<file path="src/rtl/acq_ram_writer_pkg.sv">
// rtl/acq_ram_writer_pkg.sv - shared flag positions and state encodings for the acquisition RAM writer
// Purpose: word flag bit positions (shared with the disc reader) and the
//          sequencer / write-engine state types.
package acq_ram_writer_pkg;

    // Sequencer states
    typedef enum logic [2:0] {
        S_IDLE    = 3'd0,
        S_WAITIDX = 3'd1,
        S_ACQ     = 3'd2,
        S_DRAIN   = 3'd3,
        S_DONE    = 3'd4
    } seq_state_e;

    // SRAM write engine states; one word per trip around the loop
    typedef enum logic [1:0] {
        W_IDLE   = 2'd0,
        W_SETUP  = 2'd1,
        W_STROBE = 2'd2,
        W_HOLD   = 2'd3
    } wr_state_e;

    // Index flag sits just below the data flag at the top of the word
    function automatic int idx_bit(input int bits);
        return bits - 2;
    endfunction

    function automatic int dat_bit(input int bits);
        return bits - 1;
    endfunction

endpackage

</file>
<file path="src/rtl/acq_sync_fifo.sv">
// rtl/acq_sync_fifo.sv - single-clock FIFO with synchronous flush
// Purpose: buffers reader words ahead of the SRAM write engine.
// Ports:
//   clk, rst_n          clock, asynchronous active-low reset
//   flush               empties the FIFO; overrides push and pop
//   push, push_data     write request and word; ignored when full unless popping
//   pop, pop_data       read request and head word (valid while !empty)
//   full, empty         occupancy flags
module acq_sync_fifo #(
    parameter int WIDTH      = 16,
    parameter int DEPTH_LOG2 = 3
) (
    input  logic             clk,
    input  logic             rst_n,
    input  logic             flush,
    input  logic             push,
    input  logic [WIDTH-1:0] push_data,
    input  logic             pop,
    output logic [WIDTH-1:0] pop_data,
    output logic             full,
    output logic             empty
);

    localparam int DEPTH = 1 << DEPTH_LOG2;

    // Pointers carry one extra wrap bit to tell full from empty
    logic [DEPTH_LOG2:0] wr_ptr_q, wr_ptr_d;
    logic [DEPTH_LOG2:0] rd_ptr_q, rd_ptr_d;
    logic [WIDTH-1:0]    mem_q [DEPTH];
    logic [WIDTH-1:0]    mem_d [DEPTH];
    logic                pop_en;
    logic                wr_en;

    assign empty    = (wr_ptr_q == rd_ptr_q);
    assign full     = (wr_ptr_q[DEPTH_LOG2] != rd_ptr_q[DEPTH_LOG2]) &&
                      (wr_ptr_q[DEPTH_LOG2-1:0] == rd_ptr_q[DEPTH_LOG2-1:0]);
    assign pop_data = mem_q[rd_ptr_q[DEPTH_LOG2-1:0]];
    assign pop_en   = pop && !empty;
    // A push into a full FIFO is accepted when the head leaves in the same cycle
    assign wr_en    = push && (!full || pop_en);

    always_comb begin
        mem_d    = mem_q;
        wr_ptr_d = wr_ptr_q;
        rd_ptr_d = rd_ptr_q;
        if (flush) begin
            wr_ptr_d = '0;
            rd_ptr_d = '0;
        end else begin
            if (wr_en) begin
                mem_d[wr_ptr_q[DEPTH_LOG2-1:0]] = push_data;
                wr_ptr_d = wr_ptr_q + 1'b1;
            end
            if (pop_en) begin
                rd_ptr_d = rd_ptr_q + 1'b1;
            end
        end
    end

    always_ff @(posedge clk or negedge rst_n) begin
        if (!rst_n) begin
            wr_ptr_q <= '0;
            rd_ptr_q <= '0;
            mem_q    <= '{default: '0};
        end else begin
            wr_ptr_q <= wr_ptr_d;
            rd_ptr_q <= rd_ptr_d;
            mem_q    <= mem_d;
        end
    end

endmodule

</file>
<file path="src/rtl/acq_ram_writer.sv">
// rtl/acq_ram_writer.sv - sequences a disc acquisition and writes reader words into SRAM
// Purpose: buffers the reader word stream, commits each word to SRAM with a
//          setup/strobe/hold cycle, and runs the acquisition sequence.
// Ports:
//   CLOCK, RESET                clock, asynchronous active-low reset
//   START, ABORT                one-cycle host command pulses
//   WAIT_INDEX, INDEX_STOP      acquisition options
//   RD_DATA, RD_WRITE           word stream from the disc reader
//   RUN                         reader enable
//   SRAM_A, SRAM_D, SRAM_WE_N   SRAM write port
//   BUSY, WORDS, FULL, OVERRUN  status
module acq_ram_writer
    import acq_ram_writer_pkg::*;
#(
    parameter int BITS            = 16,
    parameter int ADDR_BITS       = 19,
    parameter int FIFO_DEPTH_LOG2 = 3
) (
    input  logic                 CLOCK,
    input  logic                 RESET,
    input  logic                 START,
    input  logic                 ABORT,
    input  logic                 WAIT_INDEX,
    input  logic [7:0]           INDEX_STOP,
    input  logic [BITS-1:0]      RD_DATA,
    input  logic                 RD_WRITE,
    output logic                 RUN,
    output logic [ADDR_BITS-1:0] SRAM_A,
    output logic [BITS-1:0]      SRAM_D,
    output logic                 SRAM_WE_N,
    output logic                 BUSY,
    output logic [ADDR_BITS-1:0] WORDS,
    output logic                 FULL,
    output logic                 OVERRUN
);

    localparam int IDX = idx_bit(BITS);

    seq_state_e           seq_q, seq_d;
    wr_state_e            wr_q, wr_d;
    logic [ADDR_BITS-1:0] sram_a_q, sram_a_d;
    logic [BITS-1:0]      sram_d_q, sram_d_d;
    logic [ADDR_BITS-1:0] words_q, words_d;
    logic                 full_q, full_d;
    logic                 overrun_q, overrun_d;
    logic [7:0]           idx_cnt_q, idx_cnt_d;

    logic            active;
    logic            start_act;
    logic            abort_act;
    logic            rd_idx;
    logic            push_req;
    logic            push_ok;
    logic            fifo_pop;
    logic            fifo_flush;
    logic            fifo_full;
    logic            fifo_empty;
    logic [BITS-1:0] fifo_rdata;

    assign active    = (seq_q == S_WAITIDX) || (seq_q == S_ACQ) || (seq_q == S_DRAIN);
    assign abort_act = ABORT && active;
    // ABORT beats a simultaneous START
    assign start_act = START && !ABORT && ((seq_q == S_IDLE) || (seq_q == S_DONE));
    assign rd_idx    = RD_DATA[IDX];

    // Before the first index only index-flagged words get in; once FULL nothing does,
    // so late strobes never count as overruns.
    assign push_req  = RD_WRITE && !abort_act && !full_q &&
                       ((seq_q == S_ACQ) || ((seq_q == S_WAITIDX) && rd_idx));
    // No new write starts on an abort cycle: the queue is being thrown away
    assign fifo_pop  = (wr_q == W_IDLE) && !fifo_empty && !full_q && !abort_act;
    assign push_ok   = push_req && (!fifo_full || fifo_pop);
    assign fifo_flush = start_act || abort_act || full_q;

    acq_sync_fifo #(
        .WIDTH      (BITS),
        .DEPTH_LOG2 (FIFO_DEPTH_LOG2)
    ) u_fifo (
        .clk       (CLOCK),
        .rst_n     (RESET),
        .flush     (fifo_flush),
        .push      (push_ok),
        .push_data (RD_DATA),
        .pop       (fifo_pop),
        .pop_data  (fifo_rdata),
        .full      (fifo_full),
        .empty     (fifo_empty)
    );

    always_comb begin
        seq_d     = seq_q;
        wr_d      = wr_q;
        sram_a_d  = sram_a_q;
        sram_d_d  = sram_d_q;
        words_d   = words_q;
        full_d    = full_q;
        overrun_d = overrun_q;
        idx_cnt_d = idx_cnt_q;

        if (push_req && fifo_full && !fifo_pop) begin
            overrun_d = 1'b1;
        end

        // Write engine
        case (wr_q)
            W_IDLE: begin
                if (fifo_pop) begin
                    wr_d     = W_SETUP;
                    sram_a_d = words_q;
                    sram_d_d = fifo_rdata;
                end
            end
            W_SETUP:  wr_d = W_STROBE;
            W_STROBE: wr_d = W_HOLD;
            W_HOLD: begin
                wr_d = W_IDLE;
                if (sram_a_q == {ADDR_BITS{1'b1}}) begin
                    // Last address written: WORDS stays pinned at all-ones
                    full_d = 1'b1;
                end else begin
                    words_d = words_q + 1'b1;
                end
            end
            default: wr_d = W_IDLE;
        endcase

        // Sequencer
        case (seq_q)
            S_IDLE, S_DONE: begin
                if (start_act) begin
                    seq_d     = WAIT_INDEX ? S_WAITIDX : S_ACQ;
                    words_d   = '0;
                    full_d    = 1'b0;
                    overrun_d = 1'b0;
                    idx_cnt_d = '0;
                end
            end
            S_WAITIDX: begin
                if (abort_act || full_q) begin
                    seq_d = S_DRAIN;
                end else if (push_ok) begin
                    idx_cnt_d = 8'd1;
                    seq_d     = (INDEX_STOP == 8'd1) ? S_DRAIN : S_ACQ;
                end
            end
            S_ACQ: begin
                if (abort_act || full_q) begin
                    seq_d = S_DRAIN;
                end else if (push_ok && rd_idx) begin
                    idx_cnt_d = idx_cnt_q + 8'd1;
                    if ((INDEX_STOP != 8'd0) && (idx_cnt_d == INDEX_STOP)) begin
                        seq_d = S_DRAIN;
                    end
                end
            end
            S_DRAIN: begin
                if (fifo_empty && (wr_q == W_IDLE)) begin
                    seq_d = S_DONE;
                end
            end
            default: seq_d = S_IDLE;
        endcase
    end

    always_ff @(posedge CLOCK or negedge RESET) begin
        if (!RESET) begin
            seq_q     <= S_IDLE;
            wr_q      <= W_IDLE;
            sram_a_q  <= '0;
            sram_d_q  <= '0;
            words_q   <= '0;
            full_q    <= 1'b0;
            overrun_q <= 1'b0;
            idx_cnt_q <= '0;
        end else begin
            seq_q     <= seq_d;
            wr_q      <= wr_d;
            sram_a_q  <= sram_a_d;
            sram_d_q  <= sram_d_d;
            words_q   <= words_d;
            full_q    <= full_d;
            overrun_q <= overrun_d;
            idx_cnt_q <= idx_cnt_d;
        end
    end

    assign RUN       = (seq_q == S_WAITIDX) || (seq_q == S_ACQ);
    assign BUSY      = active;
    assign SRAM_WE_N = (wr_q != W_STROBE);
    assign SRAM_A    = sram_a_q;
    assign SRAM_D    = sram_d_q;
    assign WORDS     = words_q;
    assign FULL      = full_q;
    assign OVERRUN   = overrun_q;

endmodule

</file>
<file path="config.mk">
export PLATFORM = sky130hd
export DESIGN_NAME = acq_ram_writer
export DESIGN_NICKNAME = d
export VERILOG_FILES = /design/src/rtl/acq_ram_writer_pkg.sv /design/src/rtl/acq_sync_fifo.sv /design/src/rtl/acq_ram_writer.sv
export SDC_FILE = /design/constraint.sdc
export NUM_CORES = 1
export LEC_CHECK = 0
export CAP_MARGIN = 20
export CELL_PAD_IN_SITES_DETAIL_PLACEMENT = 0
export CELL_PAD_IN_SITES_GLOBAL_PLACEMENT = 1
export CORE_MARGIN = 1
export CORE_UTILIZATION = 51
export DETAILED_ROUTE_END_ITERATION = 12
export PLACE_DENSITY = 0.86
export SYNTH_ARGS = -nofsm -noshare
export SYNTH_HDL_FRONTEND = slang
export SYNTH_SLANG_ARGS = --single-unit
</file>
<file path="constraint.sdc">
create_clock -name CLOCK -period 7.56 [get_ports CLOCK]
set_input_delay 1.134 -clock CLOCK [delete_from_list [all_inputs] [get_ports CLOCK]]
set_output_delay 1.134 -clock CLOCK [all_outputs]
set_load 0.01 [all_outputs]
</file>
==> results of run 1 <==
==> cell type report <==
type | instances | area [um2] | area share [%]
clock buffers | 34 | 667 | 5.82
multi-input cells | 456 | 4240 | 37.0
well taps | 229 | 287 | 2.50
flip-flops and latches | 205 | 5130 | 44.8
repair buffers | 102 | 1020 | 8.93
clock inverters | 5 | 75.1 | 0.656
inverters | 8 | 30.0 | 0.262
==> Yosys cell counts (3+ instances only) <==
cell,instances
nor3_1,5
mux4_2,32
and3_1,4
dfrtp_1,205
nand3_1,15
nand4_1,9
nand2b_1,8
clkbuf_1,13
nor2_1,44
ha_1,7
inv_1,8
a21oi_1,8
mux2_4,10
nand2_1,34
o21ai_0,29
mux2_2,136
or3_1,4
and2_1,3
buf_2,8
buf_6,7
buf_4,4
a31oi_1,4
o41ai_1,3
xor2_1,20
buf_1,3
a2111oi_0,3
o31ai_1,4
xnor2_1,15
mux2i_1,18
nand3b_1,3
==> worst reg2reg max path: stages, from the launching register on <==
cell and delay, ps:
dfrtp_2 340, buf_4 570, xor2_1 200, nor3_1 470, a21oi_2 140, nand2_2 130, or3_1 860, mux2_2 430
==> power breakdown <==
group,internal [mW],switching (mW)
registers,1.36,0.204
logic,0.703,0.566
clock network,0.672,0.420
==> logic make-up (layout without fill, tap and decap cells) <==
kind of cell               Yosys count  in the layout  share of synthesized area, %
AOI/OAI and AO/OA                   70             70                          4.70
muxes                              198            198                          27.1
adders and majority gates            7              7                         0.911
xor gates and xnor gates            35             35                          3.19
DFF                                205            205                          53.4
buffers and inverters               43            149                          2.49
and+or+nand+nor                    146            146                          8.22
==> placed cells by master, fill, tap and decap left out, types with 4 or more instances in the layout <==
master / n
nand2b_1: 8
clkbuf_1: 6
mux2_2: 136
clkbuf_8: 6
nand3_1: 15
o21ai_0: 29
a31oi_1: 4
nand4_1: 9
nor3_1: 5
dfrtp_1: 204
or3_1: 4
xnor2_1: 15
xor2_1: 20
mux2_4: 10
inv_1: 8
buf_4: 12
mux2i_1: 18
o31ai_1: 4
nor2_1: 44
nand2_1: 34
clkdlybuf4s50_1: 87
and3_1: 4
a21oi_1: 8
mux4_2: 32
ha_1: 7
clkbuf_16: 23
==> layer usage <==
layer | up-vias | share of wire, % | track usage, %
met2 | 128 | 49 | 35.9
met5 | - | 0 | 0
met1 | 3076 | 46 | 29.2
li1 | 2739 | - | -
met3 | 23 | 3.8 | 3.03
met4 | 0 | 1.5 | 4.97
==> flip-flops by register name (all words and copies together) (netlist names), 2 cells and up <==
signal / count
u_fifo.mem_q: 128
SRAM_A: 19
WORDS: 19
SRAM_D: 16
idx_cnt_q: 8
u_fifo.rd_ptr_q: 4
u_fifo.wr_ptr_q: 4
seq_q: 3
wr_q: 2
==> final timing paths <==
| check | to | slack [ps] | cells past startpoint |
|---|---|---|---|
| setup reg to reg | u_fifo.mem_q[50] | 4310 | 7 |
| hold / removal | SRAM_D[4] | 480 | 2 |
| hold reg to reg | SRAM_D[4] | 480 | 2 |
| max in group asynchronous | u_fifo.mem_q[92] | 5630 | 3 |
| min in group asynchronous | idx_cnt_q[5] | 710 | 1 |
| setup / recovery | u_fifo.mem_q[5] | 4010 | 6 |
==> impl_metrics.ini, run 1 <==
[finish]
diodes = 0
fillers = 1369
stdcell_count = 1039
drive_gt1_share_pct = 29.5
fin_util_pct = 62.9
postLayoutCellArea_um2 = 11500
nNetsFinal = 832
areaGrowthSynthToFinish_pct = 19.2

[synthesis]
synth.avg_cell_area_um2 = 13.6
ys_seq_elements = 205
synthArstFlopShare_pct = 100
synth_top_area_share_pct = 53.4
synth_edf_count = 0
ys_warn_count = 0
syn_nets = 741
synth.area.top_cells = dfrtp_1 (53%), mux2_2 (16%), mux4_2 (7.5%)
syn-cell-area_um2 = 9610
synthFlopType = dfrtp_1
syn_inst = 704
yosysTopAreaCell = dfrtp_1
synth.distinct_cells = 58
yosysSeqAreaShare_pct = 53.4

[clock_tree]
numCtsBuffers = 22
h-tree-depth = 1
cts_root_buf = clkbuf_16
post_cts_buffers = 0
cts_hold_buf = 0
cts_buffer_depth = 3
cts_resized = 0
clk_pin_slew_ps = 60
cts_tree = done
clock-sinks = 205
clock_latency_ps = 500

[floorplanning]
start_util_pct = 52.8
die_h_um = 139
io_pins = 89
dieArea_um2 = 19400
core_um2 = 18200
rows = 49
die_width_um = 139

[power_and_ir_drop]
total_power_mw = 3.92
p_leak_nw = 5.11
power_per_cell_area_nw_per_um2 = 342
vdd_drop_max_mv = 0.189

[grt]
grt_pass1_wl_mm = 33.3
grt_pass1_vias = 6383
grt_max_degree = 122
track_usage_pct = 21.3
grt_remaining_overflow = 0
antenna_found_initial = 0

[setup_path]
crit_start = RD_DATA[14]
arrival_ps = 3930
crit_buf_inv = 1
crit_path_cell_trace = clkdlybuf4s50_1 > nand3b_1 > a211o_1 > a21o_1 > nor3_4 > mux2_2
cp_top_family = simple AND/OR/NAND/NOR gates
cp_max_fo = 17
reg2reg_from = u_fifo.rd_ptr_q[0]
critPathMaxStageDelay_ps = 840
start_kind = input pin
cp.required_ps = 7940
endpoint_kind = flop
slowest_stage = nor3_4
crit_type = input pin to flop

[timing]
maxSlewHeadroom_pct = 26.9
worst_pin_slew_ps = 1100
finalHoldViolCount = 0
fmax_mhz = 281
fin_worst_skew_ps = 6.09
timing.final.ws_setup_ps = 4010
setup_viol = 0
hold_ws_ps = 476
slew_viol_final = 0
min_period_over_period_pct = 47.0
min_period_ps = 3550
rsz0062_at_grt = no
tns_ps = 0

[placement]
place_inst = 998
dp_hpwl_mm = 12.6
pre_cts_slack_ps = 3500
post_dp_cell_area_um2 = 10700
globalplace.congestion = 0.822
io_buffers = 88

[detailed_routing]
drt_iter0_drc = 297
vias = 5966
drtPass1Iterations = 4
via_per_inst = 5.74
drc = 0
totalWireLength_mm = 19.9
drtAntennaViolNets = 0
wire_per_inst_um = 19.1

[min_path]
hold_path.class = flop to flop
hp-start = SRAM_D[4]

[run_status]
status = finished clean

[flow_run]
cap_violations = 0
No activity file was read; power rests on OpenSTA's default activity.
==> inputs of run 2 (changes only) <==
CORE_UTILIZATION = 48   (was 51)
PLACE_DENSITY = 0.81   (was 0.86)
clock period = 3.3 ns   (was 7.56 ns; I/O delays follow)
==> impl_metrics.ini, run 2 (synthesis gave the netlist of run 1 again) <==
[setup_path]
endpoint_kind = output port
cp_max_fo = 11
arrival_ps = 2210
start_kind = flop
crit_type = flop to output port
cp.required_ps = 2800

[finish]
final_cell_mix = dfrtp_1 (204), mux2_2 (136), clkdlybuf4s50_1 (87)
areaGrowthSynthToFinish_pct = 20.9
diodes = 0
drive_gt1_share_pct = 30.5
seqCellArea_um2 = 5130
postLayoutCellArea_um2 = 11600
mostFrequentLayoutCell = dfrtp_1
multi_input_area_um2 = 4240
fin_util_pct = 59.5
fillers = 1566
regMostFlops = u_fifo.mem_q
largest_reg_flops = 128
nNetsFinal = 841

[flow_run]
cap_violations = 0

[timing]
hold_ws_ps = 32.6
min_period_over_period_pct = 81.9
fmax_mhz = 370
worst_pin_slew_ps = 733
rsz0062_at_grt = no
finalHoldViolCount = 0
maxSlewHeadroom_pct = 51.2
slew_viol_final = 0
setup_viol = 0
tns_ps = 0
fin_worst_skew_ps = 10.5
min_period_ps = 2700

[clock_tree]
clock_latency_ps = 500
clk_pin_slew_ps = 60
numCtsBuffers = 22
cts_buffer_depth = 3
cts_tree = done
cts_resized = 0
post_cts_buffers = 0
h-tree-depth = 1
clock-sinks = 205
cts_root_buf = clkbuf_16
cts_hold_buf = 0

[detailed_routing]
drt_iter0_drc = 290
vias = 6051
via_per_inst = 5.58
drc = 0
drtAntennaViolNets = 0
drtPass1Iterations = 4
totalWireLength_mm = 20.5
wire_per_inst_um = 18.9

[floorplanning]
die_h_um = 143
rows = 51
die_width_um = 143
io_pins = 89
core_um2 = 19500
start_util_pct = 49.2
dieArea_um2 = 20600

[grt]
track_usage_pct = 21.2
antenna_found_initial = 0
grt_pass1_vias = 6383
grt_max_degree = 88
grt_remaining_overflow = 0
grt_pass1_wl_mm = 33.9

[min_path]
hold_path.class = input pin to asynchronous set/reset pin

[power_and_ir_drop]
total_power_mw = 9.03
p_leak_nw = 5.16
power_per_cell_area_nw_per_um2 = 777
vdd_drop_max_mv = 0.391

[placement]
dp_hpwl_mm = 13.1
io_buffers = 88
globalplace.congestion = 0.850
post_dp_cell_area_um2 = 10900

[run_status]
status = finished clean
## run 2: power by group
part / total (mW) / switching, mW / internal [mW]
Combinational: 2.96 / 1.33 / 1.63
Clock: 2.50 / 0.984 / 1.52
Sequential: 3.57 / 0.460 / 3.11
## run 2: critical path: stages, from the launching register on
cell	delay, ps
dfrtp_1	490
nand2b_1	240
a21oi_1	360
clkdlybuf4s50_1	620
## run 2: layout make-up
class                      instances  share of cell area [%]
sequential                       205                    44.2
multi-input combinational        456                    36.5
timing repair buffer             111                    9.85
clock buffer                      31                    5.56
tap                              265                    2.85
clock inverter                     8                   0.818
inverter                           8                   0.258
## run 2: stage by stage
| step | worst slack, ps | instances |
|---|---|---|
| final | 598 | 1084 |
| after global routing | 487 | 1084 |
| after CTS | 602 | 1084 |
| after detailed placement | 248 | 1045 |
| after global placement | 296 | 1045 |
| after floorplan | 787 | 704 |
## run 2: final timing paths
check	from	to	slack, ps	depth (start not counted)
worst max register to register	seq_q[2]	u_fifo.mem_q[86]	690	6
worst min-delay path	RESET	idx_cnt_q[5]	30	1
min in group CLOCK	SRAM_D[15]	SRAM_D[15]	480	2
worst min register to register	SRAM_D[15]	SRAM_D[15]	480	2
max in group asynchronous	RESET	u_fifo.mem_q[62]	2390	2
worst max-delay path	seq_q[0]	RUN	600	3
## run 2: metal layers
layer | wire, um | up-vias | global-route usage [%]
met4 | 230 | 0 | 4.59
met1 | 9240 | 3132 | 28.9
li1 | - | 2767 | -
met3 | 982 | 23 | 3.30
met2 | 10100 | 129 | 35.7
met5 | 0 | - | 0
==> inputs of run 3 (changes only) <==
CORE_UTILIZATION = 43   (was 48)
PLACE_DENSITY = 0.77   (was 0.81)
clock period = 2.2 ns   (was 3.3 ns; I/O delays follow)
==> impl_metrics.ini, run 3 (synthesis gave the netlist of run 1 again) <==
[timing]
maxSlewHeadroom_pct = 51.8
min_period_over_period_pct = 108
setup_viol = 129
worst_pin_slew_ps = 723
tns_ps = -12870
rsz0062_at_grt = yes
timing.final.ws_setup_ps = -166
fmax_mhz = 423
min_period_ps = 2370
hold_ws_ps = 404
slew_viol_final = 0
fin_worst_skew_ps = 9.23
finalHoldViolCount = 0

[finish]
stdcell_count = 1138
multi_input_area_um2 = 4750
largest_reg_flops = 128
diodes = 0
postLayoutCellArea_um2 = 12500
fin_util_pct = 57.1
mostFrequentLayoutCell = dfrtp_1
nNetsFinal = 879
final_cell_mix = dfrtp_1 (204), mux2_4 (122), clkdlybuf4s50_1 (84)
drive_gt1_share_pct = 35.2
areaGrowthSynthToFinish_pct = 30.0
fillers = 1740
regMostFlops = u_fifo.mem_q
seqCellArea_um2 = 5130

[clock_tree]
cts_tree = done
cts_buffer_depth = 3
clock_latency_ps = 520
clk_pin_slew_ps = 60
clock-sinks = 205
numCtsBuffers = 23
h-tree-depth = 1
cts_root_buf = clkbuf_16

[setup_path]
crit_type = flop to flop
cp.required_ps = 2600
start_kind = flop
cp_max_fo = 8
endpoint_kind = flop
arrival_ps = 2760

[power_and_ir_drop]
total_power_mw = 14.5
power_per_cell_area_nw_per_um2 = 1160
vdd_drop_max_mv = 0.713
p_leak_nw = 5.62

[detailed_routing]
totalWireLength_mm = 22.5
drtAntennaViolNets = 0
drt_iter0_drc = 184
via_per_inst = 5.54
vias = 6301
drc = 0
wire_per_inst_um = 19.7
drtPass1Iterations = 4

[floorplanning]
io_pins = 89
die_h_um = 151
rows = 54
core_um2 = 21900
dieArea_um2 = 22900
die_width_um = 151
start_util_pct = 43.9

[run_status]
violations = negative setup slack
status = complete, but fails checks

[placement]
pre_cts_slack_ps = -697
globalplace.congestion = 0.860
io_buffers = 88
place_inst = 1090
post_dp_cell_area_um2 = 11400
dp_hpwl_mm = 14.4

[grt]
grt_max_degree = 62
antenna_found_initial = 0
grt_remaining_overflow = 0
grt_pass1_wl_mm = 36.9
track_usage_pct = 20.7
grt_pass1_vias = 6791

[min_path]
hold_path.class = input pin to asynchronous set/reset pin

[flow_run]
cap_violations = 0
## run 3: cell count changes in the layout (fill, tap and decap cells not counted), sizes merged, moves of 2 or more
cell           delta
buf              +36
clkdlybuf4s50     -3
clkinvlp          -2
dlymetal6s2s      +2
inv               +2
## run 3: final timing paths
check,from,endpoint,slack (ps),cells past startpoint
setup reg to reg,FULL,u_fifo.mem_q[106],-170,6
setup / recovery,FULL,u_fifo.mem_q[106],-170,6
max in group asynchronous,RESET,u_fifo.mem_q[61],1070,3
hold reg to reg,SRAM_D[11],SRAM_D[11],480,2
hold / removal,RESET,u_fifo.mem_q[75],400,2
min in group CLOCK,SRAM_D[11],SRAM_D[11],480,2
## run 3: power breakdown
group	switching (mW)	internal, mW
Sequential	0.681	4.66
Clock	1.53	2.36
Combinational	2.25	2.99
## run 3: metal layers
metal | share of wire, % | vias to the layer above | global-route usage (%)
met1 | 46 | 3259 | 28.9
li1 | - | 2840 | -
met5 | 0 | - | 0
met3 | 4.7 | 42 | 3.41
met4 | 2.0 | 0 | 5.30
met2 | 48 | 160 | 33.8
## run 3: timing repair
| action | in CTS | in global routing |
|---|---|---|
| endpoints found under the hold margin | 54 | 0 |
| hold buffers | 1 | 0 |
| cloned | 0 | 0 |
| pin swaps | 8 | 4 |
| endpoints found under the setup margin | 131 | 139 |
| gates resized for setup | 71 | 9 |
| buffers inserted | 3 | 3 |
## run 3: layout make-up
class | count | area share (%)
Sequential cell | 205 | 41.1
Multi-Input combinational cell | 456 | 38.0
Timing Repair Buffer | 148 | 11.7
Clock buffer | 32 | 5.36
Tap cell | 280 | 2.80
Clock inverter | 9 | 0.821
Inverter | 8 | 0.240
## run 3: critical path: stages, from the launching register on
cell     delay, ps
dfrtp_1        380
or3b_4         410
a211o_4        300
a21o_4         240
nor4b_4        370
buf_6          230
mux2_4         320
